### config.mk
export PLATFORM = sky130hd
export DESIGN_NAME = datapath_sequencer_flat
export DESIGN_NICKNAME = d
export VERILOG_FILES = /design/src/rtl/datapath_sequencer_if.sv /design/src/rtl/datapath_sequencer.sv /design/src/flat_wrapper.sv
export SDC_FILE = /design/constraint.sdc
export NUM_CORES = 1
export LEC_CHECK = 0
export CORE_ASPECT_RATIO = 0.75
export CORE_MARGIN = 2
export CORE_UTILIZATION = 42
export CTS_BUF_LIST = sky130_fd_sc_hd__clkbuf_4 sky130_fd_sc_hd__clkbuf_8 sky130_fd_sc_hd__clkbuf_16
export CTS_CLUSTER_DIAMETER = 80
export CTS_CLUSTER_SIZE = 25
export DETAILED_ROUTE_END_ITERATION = 12
export GPL_TIMING_DRIVEN = 0
export PLACE_DENSITY = 0.88
export RECOVER_POWER = 25
export SLEW_MARGIN = 15
export SYNTH_ARGS = -nofsm -noshare
export SYNTH_HDL_FRONTEND = slang
export SYNTH_SLANG_ARGS = --single-unit
### constraint.sdc
create_clock -name clk -period 2.8 [get_ports clk]
set_input_delay 0.84 -clock clk [delete_from_list [all_inputs] [get_ports clk]]
set_output_delay 0.84 -clock clk [all_outputs]
set_load 0.02 [all_outputs]
### src/rtl/datapath_sequencer_if.sv
// datapath_sequencer_if: control/status bundle between the LEGv8 sequencer and its datapath.
// Perf counter signals exist only when DATAPATH_SEQ_PERF_EN is defined.
interface datapath_sequencer_if;
    logic        run;
    logic [11:0] instr;
    logic [3:0]  flags;
    logic        commandZero;
    logic        mem_ready;
    logic        uncondBr;
    logic        brTaken;
    logic        memWrite;
    logic        memToReg;
    logic        ALUSrc;
    logic        regWrite;
    logic        reg2Loc;
    logic        valueToStore;
    logic        dOrImm;
    logic        BRMI;
    logic        saveCond;
    logic        read_enable;
    logic [2:0]  ALUOp;
    logic [4:0]  regRD;
    logic        pc_en;
    logic        halted;
    logic        busy;
`ifdef DATAPATH_SEQ_PERF_EN
    logic [31:0] retired;
    logic [31:0] stall_cycles;
`endif

    modport master (
        output run, instr, flags, commandZero, mem_ready,
`ifdef DATAPATH_SEQ_PERF_EN
        input  retired, stall_cycles,
`endif
        input  uncondBr, brTaken, memWrite, memToReg, ALUSrc, regWrite, reg2Loc,
               valueToStore, dOrImm, BRMI, saveCond, read_enable, ALUOp, regRD,
               pc_en, halted, busy
    );

    modport slave (
        input  run, instr, flags, commandZero, mem_ready,
`ifdef DATAPATH_SEQ_PERF_EN
        output retired, stall_cycles,
`endif
        output uncondBr, brTaken, memWrite, memToReg, ALUSrc, regWrite, reg2Loc,
               valueToStore, dOrImm, BRMI, saveCond, read_enable, ALUOp, regRD,
               pc_en, halted, busy
    );
endinterface

### src/rtl/datapath_sequencer.sv
// datapath_sequencer: multicycle FETCH/EXEC/MEM control sequencer for the LEGv8 datapath.
// Optional DATAPATH_SEQ_PERF_EN adds retired-instruction and memory-stall counters.
module datapath_sequencer (
    input  logic                 clk,
    input  logic                 reset,
    datapath_sequencer_if.slave  bus
);
    localparam logic [5:0] OP_ADDI  = 6'b100100;
    localparam logic [5:0] OP_ADDS  = 6'b101010;
    localparam logic [5:0] OP_SUBS  = 6'b111010;
    localparam logic [5:0] OP_LDST  = 6'b111110;
    localparam logic [5:0] OP_B     = 6'b000101;
    localparam logic [5:0] OP_BL    = 6'b100101;
    localparam logic [5:0] OP_CBZ   = 6'b101101;
    localparam logic [5:0] OP_BCOND = 6'b010101;

    typedef enum logic [2:0] {IDLE, FETCH, EXEC, MEM, HALT} state_t;

    state_t      r_state, w_next;
    logic [11:0] r_ir;
    logic [5:0]  w_op;
    logic [4:0]  w_rd;
    logic        w_ldur, w_stur, w_legal, w_cond, w_z, w_n, w_v;

    assign w_op    = r_ir[5:0];
    assign w_rd    = (w_op == OP_BL) ? 5'd30 : r_ir[11:7];
    assign w_ldur  = (w_op == OP_LDST) && r_ir[6];
    assign w_stur  = (w_op == OP_LDST) && !r_ir[6];
    assign w_legal = w_op inside {OP_ADDI, OP_ADDS, OP_SUBS, OP_LDST, OP_B, OP_BL, OP_CBZ, OP_BCOND};
    assign w_z     = bus.flags[1];
    assign w_n     = bus.flags[0];
    assign w_v     = bus.flags[2];
    assign bus.halted = (r_state == HALT);
    assign bus.busy   = (r_state == FETCH) || (r_state == EXEC) || (r_state == MEM);
    assign bus.BRMI   = 1'b0;

    // State register; asynchronous reset drops straight back to IDLE
    always_ff @(posedge clk or posedge reset) begin
        if (reset) r_state <= IDLE;
        else       r_state <= w_next;
    end

    // Instruction register, captured once per instruction in FETCH
    always_ff @(posedge clk or posedge reset) begin
        if (reset)                 r_ir <= '0;
        else if (r_state == FETCH) r_ir <= bus.instr;
    end

    // B.cond evaluation of IR condition code against the registered flags
    always_comb begin
        w_cond = 1'b0;
        case (r_ir[10:7])
            4'b0000: w_cond = w_z;
            4'b0001: w_cond = !w_z;
            4'b1010: w_cond = (w_n == w_v);
            4'b1011: w_cond = (w_n != w_v);
            4'b1100: w_cond = !w_z && (w_n == w_v);
            4'b1101: w_cond = w_z || (w_n != w_v);
            default: w_cond = 1'b0;
        endcase
    end

    // Next-state and control decode; everything idles at 0 unless the phase asserts it
    always_comb begin
        w_next           = r_state;
        bus.uncondBr     = 1'b0;
        bus.brTaken      = 1'b0;
        bus.memWrite     = 1'b0;
        bus.memToReg     = 1'b0;
        bus.ALUSrc       = 1'b0;
        bus.regWrite     = 1'b0;
        bus.reg2Loc      = 1'b0;
        bus.valueToStore = 1'b0;
        bus.dOrImm       = 1'b0;
        bus.saveCond     = 1'b0;
        bus.read_enable  = 1'b0;
        bus.ALUOp        = 3'b000;
        bus.regRD        = 5'd0;
        bus.pc_en        = 1'b0;
        case (r_state)
            IDLE:  if (bus.run) w_next = FETCH;
            FETCH: w_next = EXEC;
            EXEC: begin
                if (!w_legal) begin
                    w_next = HALT;
                end else if (w_op == OP_LDST) begin
                    bus.regRD  = w_rd;
                    bus.ALUSrc = 1'b1;
                    bus.ALUOp  = 3'b010;
                    w_next     = MEM;
                end else begin
                    bus.regRD = w_rd;
                    bus.pc_en = 1'b1;
                    w_next    = FETCH;
                    case (w_op)
                        OP_ADDI:  begin bus.ALUSrc = 1'b1; bus.dOrImm = 1'b1; bus.ALUOp = 3'b010; bus.regWrite = 1'b1; end
                        OP_ADDS:  begin bus.ALUOp = 3'b010; bus.reg2Loc = 1'b1; bus.regWrite = 1'b1; bus.saveCond = 1'b1; end
                        OP_SUBS:  begin bus.ALUOp = 3'b011; bus.reg2Loc = 1'b1; bus.regWrite = 1'b1; bus.saveCond = 1'b1; end
                        OP_B:     begin bus.uncondBr = 1'b1; bus.brTaken = 1'b1; end
                        OP_BL:    begin bus.uncondBr = 1'b1; bus.brTaken = 1'b1; bus.valueToStore = 1'b1; bus.regWrite = 1'b1; end
                        OP_CBZ:   bus.brTaken = bus.commandZero;
                        OP_BCOND: bus.brTaken = w_cond;
                        default:  bus.brTaken = 1'b0;
                    endcase
                end
            end
            MEM: begin
                bus.regRD       = w_rd;
                bus.ALUSrc      = 1'b1;
                bus.ALUOp       = 3'b010;
                bus.read_enable = w_ldur;
                bus.memWrite    = w_stur;
                if (bus.mem_ready) begin
                    bus.pc_en    = 1'b1;
                    bus.regWrite = w_ldur;
                    bus.memToReg = w_ldur;
                    w_next       = FETCH;
                end
            end
            HALT:    w_next = HALT;
            default: w_next = IDLE;
        endcase
    end

`ifdef DATAPATH_SEQ_PERF_EN
    logic [31:0] r_retired, r_stall_cycles;

    // Retired-instruction and MEM-stall counters, free-running and wrapping
    always_ff @(posedge clk or posedge reset) begin
        if (reset) begin
            r_retired      <= '0;
            r_stall_cycles <= '0;
        end else begin
            if (bus.pc_en) r_retired <= r_retired + 32'd1;
            if ((r_state == MEM) && !bus.mem_ready) r_stall_cycles <= r_stall_cycles + 32'd1;
        end
    end

    assign bus.retired      = r_retired;
    assign bus.stall_cycles = r_stall_cycles;
`endif
endmodule

### src/flat_wrapper.sv
// flat-port wrapper written by rule: the top's interface ports become plain ports
module datapath_sequencer_flat 
  (clk, reset, bus_run, bus_instr, bus_flags, bus_commandZero, bus_mem_ready, bus_uncondBr, bus_brTaken, bus_memWrite, bus_memToReg, bus_ALUSrc, bus_regWrite, bus_reg2Loc, bus_valueToStore, bus_dOrImm, bus_BRMI, bus_saveCond, bus_read_enable, bus_ALUOp, bus_regRD, bus_pc_en, bus_halted, bus_busy);
  datapath_sequencer_if bus_i ();
  input  logic clk;
  input  logic reset;
  input wire logic [$bits(bus_i.run)-1:0] bus_run;
  input wire logic [$bits(bus_i.instr)-1:0] bus_instr;
  input wire logic [$bits(bus_i.flags)-1:0] bus_flags;
  input wire logic [$bits(bus_i.commandZero)-1:0] bus_commandZero;
  input wire logic [$bits(bus_i.mem_ready)-1:0] bus_mem_ready;
  output wire logic [$bits(bus_i.uncondBr)-1:0] bus_uncondBr;
  output wire logic [$bits(bus_i.brTaken)-1:0] bus_brTaken;
  output wire logic [$bits(bus_i.memWrite)-1:0] bus_memWrite;
  output wire logic [$bits(bus_i.memToReg)-1:0] bus_memToReg;
  output wire logic [$bits(bus_i.ALUSrc)-1:0] bus_ALUSrc;
  output wire logic [$bits(bus_i.regWrite)-1:0] bus_regWrite;
  output wire logic [$bits(bus_i.reg2Loc)-1:0] bus_reg2Loc;
  output wire logic [$bits(bus_i.valueToStore)-1:0] bus_valueToStore;
  output wire logic [$bits(bus_i.dOrImm)-1:0] bus_dOrImm;
  output wire logic [$bits(bus_i.BRMI)-1:0] bus_BRMI;
  output wire logic [$bits(bus_i.saveCond)-1:0] bus_saveCond;
  output wire logic [$bits(bus_i.read_enable)-1:0] bus_read_enable;
  output wire logic [$bits(bus_i.ALUOp)-1:0] bus_ALUOp;
  output wire logic [$bits(bus_i.regRD)-1:0] bus_regRD;
  output wire logic [$bits(bus_i.pc_en)-1:0] bus_pc_en;
  output wire logic [$bits(bus_i.halted)-1:0] bus_halted;
  output wire logic [$bits(bus_i.busy)-1:0] bus_busy;
  assign bus_i.run = bus_run;
  assign bus_i.instr = bus_instr;
  assign bus_i.flags = bus_flags;
  assign bus_i.commandZero = bus_commandZero;
  assign bus_i.mem_ready = bus_mem_ready;
  assign bus_uncondBr = bus_i.uncondBr;
  assign bus_brTaken = bus_i.brTaken;
  assign bus_memWrite = bus_i.memWrite;
  assign bus_memToReg = bus_i.memToReg;
  assign bus_ALUSrc = bus_i.ALUSrc;
  assign bus_regWrite = bus_i.regWrite;
  assign bus_reg2Loc = bus_i.reg2Loc;
  assign bus_valueToStore = bus_i.valueToStore;
  assign bus_dOrImm = bus_i.dOrImm;
  assign bus_BRMI = bus_i.BRMI;
  assign bus_saveCond = bus_i.saveCond;
  assign bus_read_enable = bus_i.read_enable;
  assign bus_ALUOp = bus_i.ALUOp;
  assign bus_regRD = bus_i.regRD;
  assign bus_pc_en = bus_i.pc_en;
  assign bus_halted = bus_i.halted;
  assign bus_busy = bus_i.busy;
  datapath_sequencer u_core (.clk(clk), .reset(reset), .bus(bus_i));
endmodule
==> flow_summary.ini <==
[grt]
grt_pass1_vias = 1106
overflow = 0
antenna_found_initial = 0
top_usage_layer = met2
grt_start_max_net_pins = 16
use_met2 = 0.389
met1_usage = 0.304
grtUsageTotal = 0.248
use_met3 = 0.0730
grt_pass1_wl_mm = 5.15

[final_layout]
num_antenna_cells = 0
multiInputGateArea_sq_um = 713
seqCellArea_sq_um = 383
syn_to_final_growth_pct = 58.5
drive_above_1_share = 0.331
postLayoutCoreUtil = 0.714
layout_commonest_cell = clkdlybuf4s50_1
final_cell_mix = clkdlybuf4s50_1, nand2_1, buf_4
fillCellCount = 183
finalNetCount = 200

[synthesis]
syn_area_per_cell_sq_um = 8.46
synthArstFlopShare = 1.00
yosys_warnings = 0
ys_ff_latch = 15
syn_area_sq_um = 1060
synth-seq-area-share = 0.355
synth_edf_count = 0
postSynthCellCount = 125
synth.distinct_cells = 38
synth_flop_cell = dfrtp_1

[worst_setup_path]
rr_startpoint = u_core.r_state[2]
critPathArrivalTime_ps = 2220
crit_fanout = 2
path_class = in2out
startpoint = bus_flags[0]
slowest_stage = a2111o_1
r2r_cells = 4
critPathLaunchType = input port
cpPeakStageDelay_ps = 370
required_ps = 1960
end_kind = output port
crit_top_cell = buf_6
crit_chain = buf_6, xor2_2, a2111o_1, a311o_1, a211oi_4, buf_6

[power_and_ir_drop]
powerDensity_nw_per_um2 = 974
power.leakage_uw = 0.000741
irDropWorstVdd_mv = 0.464

[timing]
finalCritPeriodShare = 1.09
finalCriticalPeriod_ps = 3060
timing.fmax_mhz = 327
setup_viol = 4
relSlewSlack = 0.553
worstMarginPinSlew_ps = 667
finalHoldViolations = 0
slew_violations = 0
fin_worst_skew_ps = 13.9
grt_setup_unrepaired = true
fin_ws_ps = -261
holdWs_ps = 515

[min_path]
hp-class = reg2reg
min_from = u_core.r_ir[11]
whs_path_depth = 1

[clocking]
clk_pin_slew_ps = 90
cts_root_buffer = clkbuf_4
clock_latency_ps = 310
cts_buffers = 3
htreeDepth = 1
cts_tree = built
cts.sinks = 15
clk_path_buf_depth = 2

[floorplanning]
initial_utilization = 0.451
io_pins = 44
dieArea_sq_um = 2940
num_rows = 15
die_w_um = 61.9
core_sq_um = 2350
die_height_um = 47.5

[run_status]
failed_checks = negative setup slack
status = complete, but fails checks

[routing]
routed_wl_mm = 3.46
drt_iter0_drc = 78
postRouteAntennaNets = 0
drtPass1Iterations = 5
wl_per_cell_um = 16.3
vias_per_cell = 5.56
vias = 1178
post-route-drc-count = 0

[placed_design]
gp_congestion = 0.864
dpl.hpwl_mm = 2.25
portBuffers = 40

[job]
drv_cap = 0
==> sequential cells by signal (all words and copies together), names as in the netlist <==
signal,flops
u_core.r_ir,12
u_core.r_state,3
==> power breakdown <==
part,switching (uW),internal [uW],total [uW],leakage (uW)
logic,560,452,1010,0.000548
clock network,82.4,53.4,136,0.0000177
registers,150,333,483,0.000175
==> path summary, 6_finish.rpt <==
path	to	slack [ps]
setup / recovery	bus_brTaken	-260
hold / removal	u_core.r_ir[11]	510
setup reg to reg	u_core.r_ir[1]	1010
hold reg to reg	u_core.r_ir[11]	510
max in group asynchronous	u_core.r_ir[4]	1330
min in group asynchronous	u_core.r_state[0]	1030
==> layout make-up <==
| type | count | share of cell area |
|---|---|---|
| multi-input cells | 96 | 0.426 |
| repair buffers | 48 | 0.254 |
| flip-flops and latches | 15 | 0.229 |
| plain buffers | 7 | 0.0321 |
| well taps | 34 | 0.0254 |
| inverters | 8 | 0.0179 |
| clock buffers | 3 | 0.0134 |
| clock inverters | 1 | 0.00299 |
==> cell families (layout without fill, tap and decap cells) <==
family          after synthesis  in the layout  share of synthesized area
xor+xnor                      2              2                     0.0166
compound gates               28             28                      0.178
buf+inv                      15             67                     0.0722
flops                        15             15                      0.355
simple gates                 56             56                      0.290
other cells                   1              2                    0.00355
mux                           8              8                     0.0852
==> cell usage after synthesis, types with 2 or more instances <==
library cell | number | area [sq um]
dfrtp_1 | 15 | 375
nand2_1 | 15 | 56.3
nor2_1 | 14 | 52.6
o21ai_0 | 11 | 55.1
inv_1 | 8 | 30.0
mux2_2 | 8 | 90.1
nor2b_1 | 6 | 37.5
a211oi_1 | 3 | 22.5
a21oi_1 | 3 | 15.0
and2_1 | 3 | 18.8
buf_4 | 3 | 22.5
nand2b_1 | 3 | 18.8
nor3_1 | 3 | 15.0
nor4_1 | 3 | 18.8
clkbuf_1 | 2 | 7.51
nand3_1 | 2 | 10.0
o31ai_1 | 2 | 15.0
==> metal layers <==
metal  vias to the layer above  routed length, um
met4                         0                147
met1                       551               1340
met3                        15                275
li1                        544                  -
met5                         -                  0
met2                        68               1700
==> timing repair <==
action	CTS	global route
endpoints found under the setup margin	19	17
setup buffers	4	4
pin swaps	9	9
hold buffers	0	0
resized for setup	77	15
==> critical path, delay by kind of cell <==
kind / cells / cell delay [ps]
compound gates: 3 / 970
xor+xnor: 1 / 170
buf+inv: 2 / 240
==> metrics by stage <==
| step | cells | TNS [ps] | instance area [sq um] | power, uW | setup slack, ps |
|---|---|---|---|---|---|
| detailed placement | 200 | -3450 | 1520 | 1260 | -1110 |
| global placement | 200 | -2820 | 1520 | 1220 | -1070 |
| global route | 212 | -768 | 1680 | 1730 | -271 |
| finish | 212 | -354 | 1680 | 1630 | -261 |
| CTS | 208 | -343 | 1620 | 1520 | -273 |
| floorplan | 126 | -85.2 | 1070 | 1000 | -85.2 |
Power figures use the tool's default switching activity.
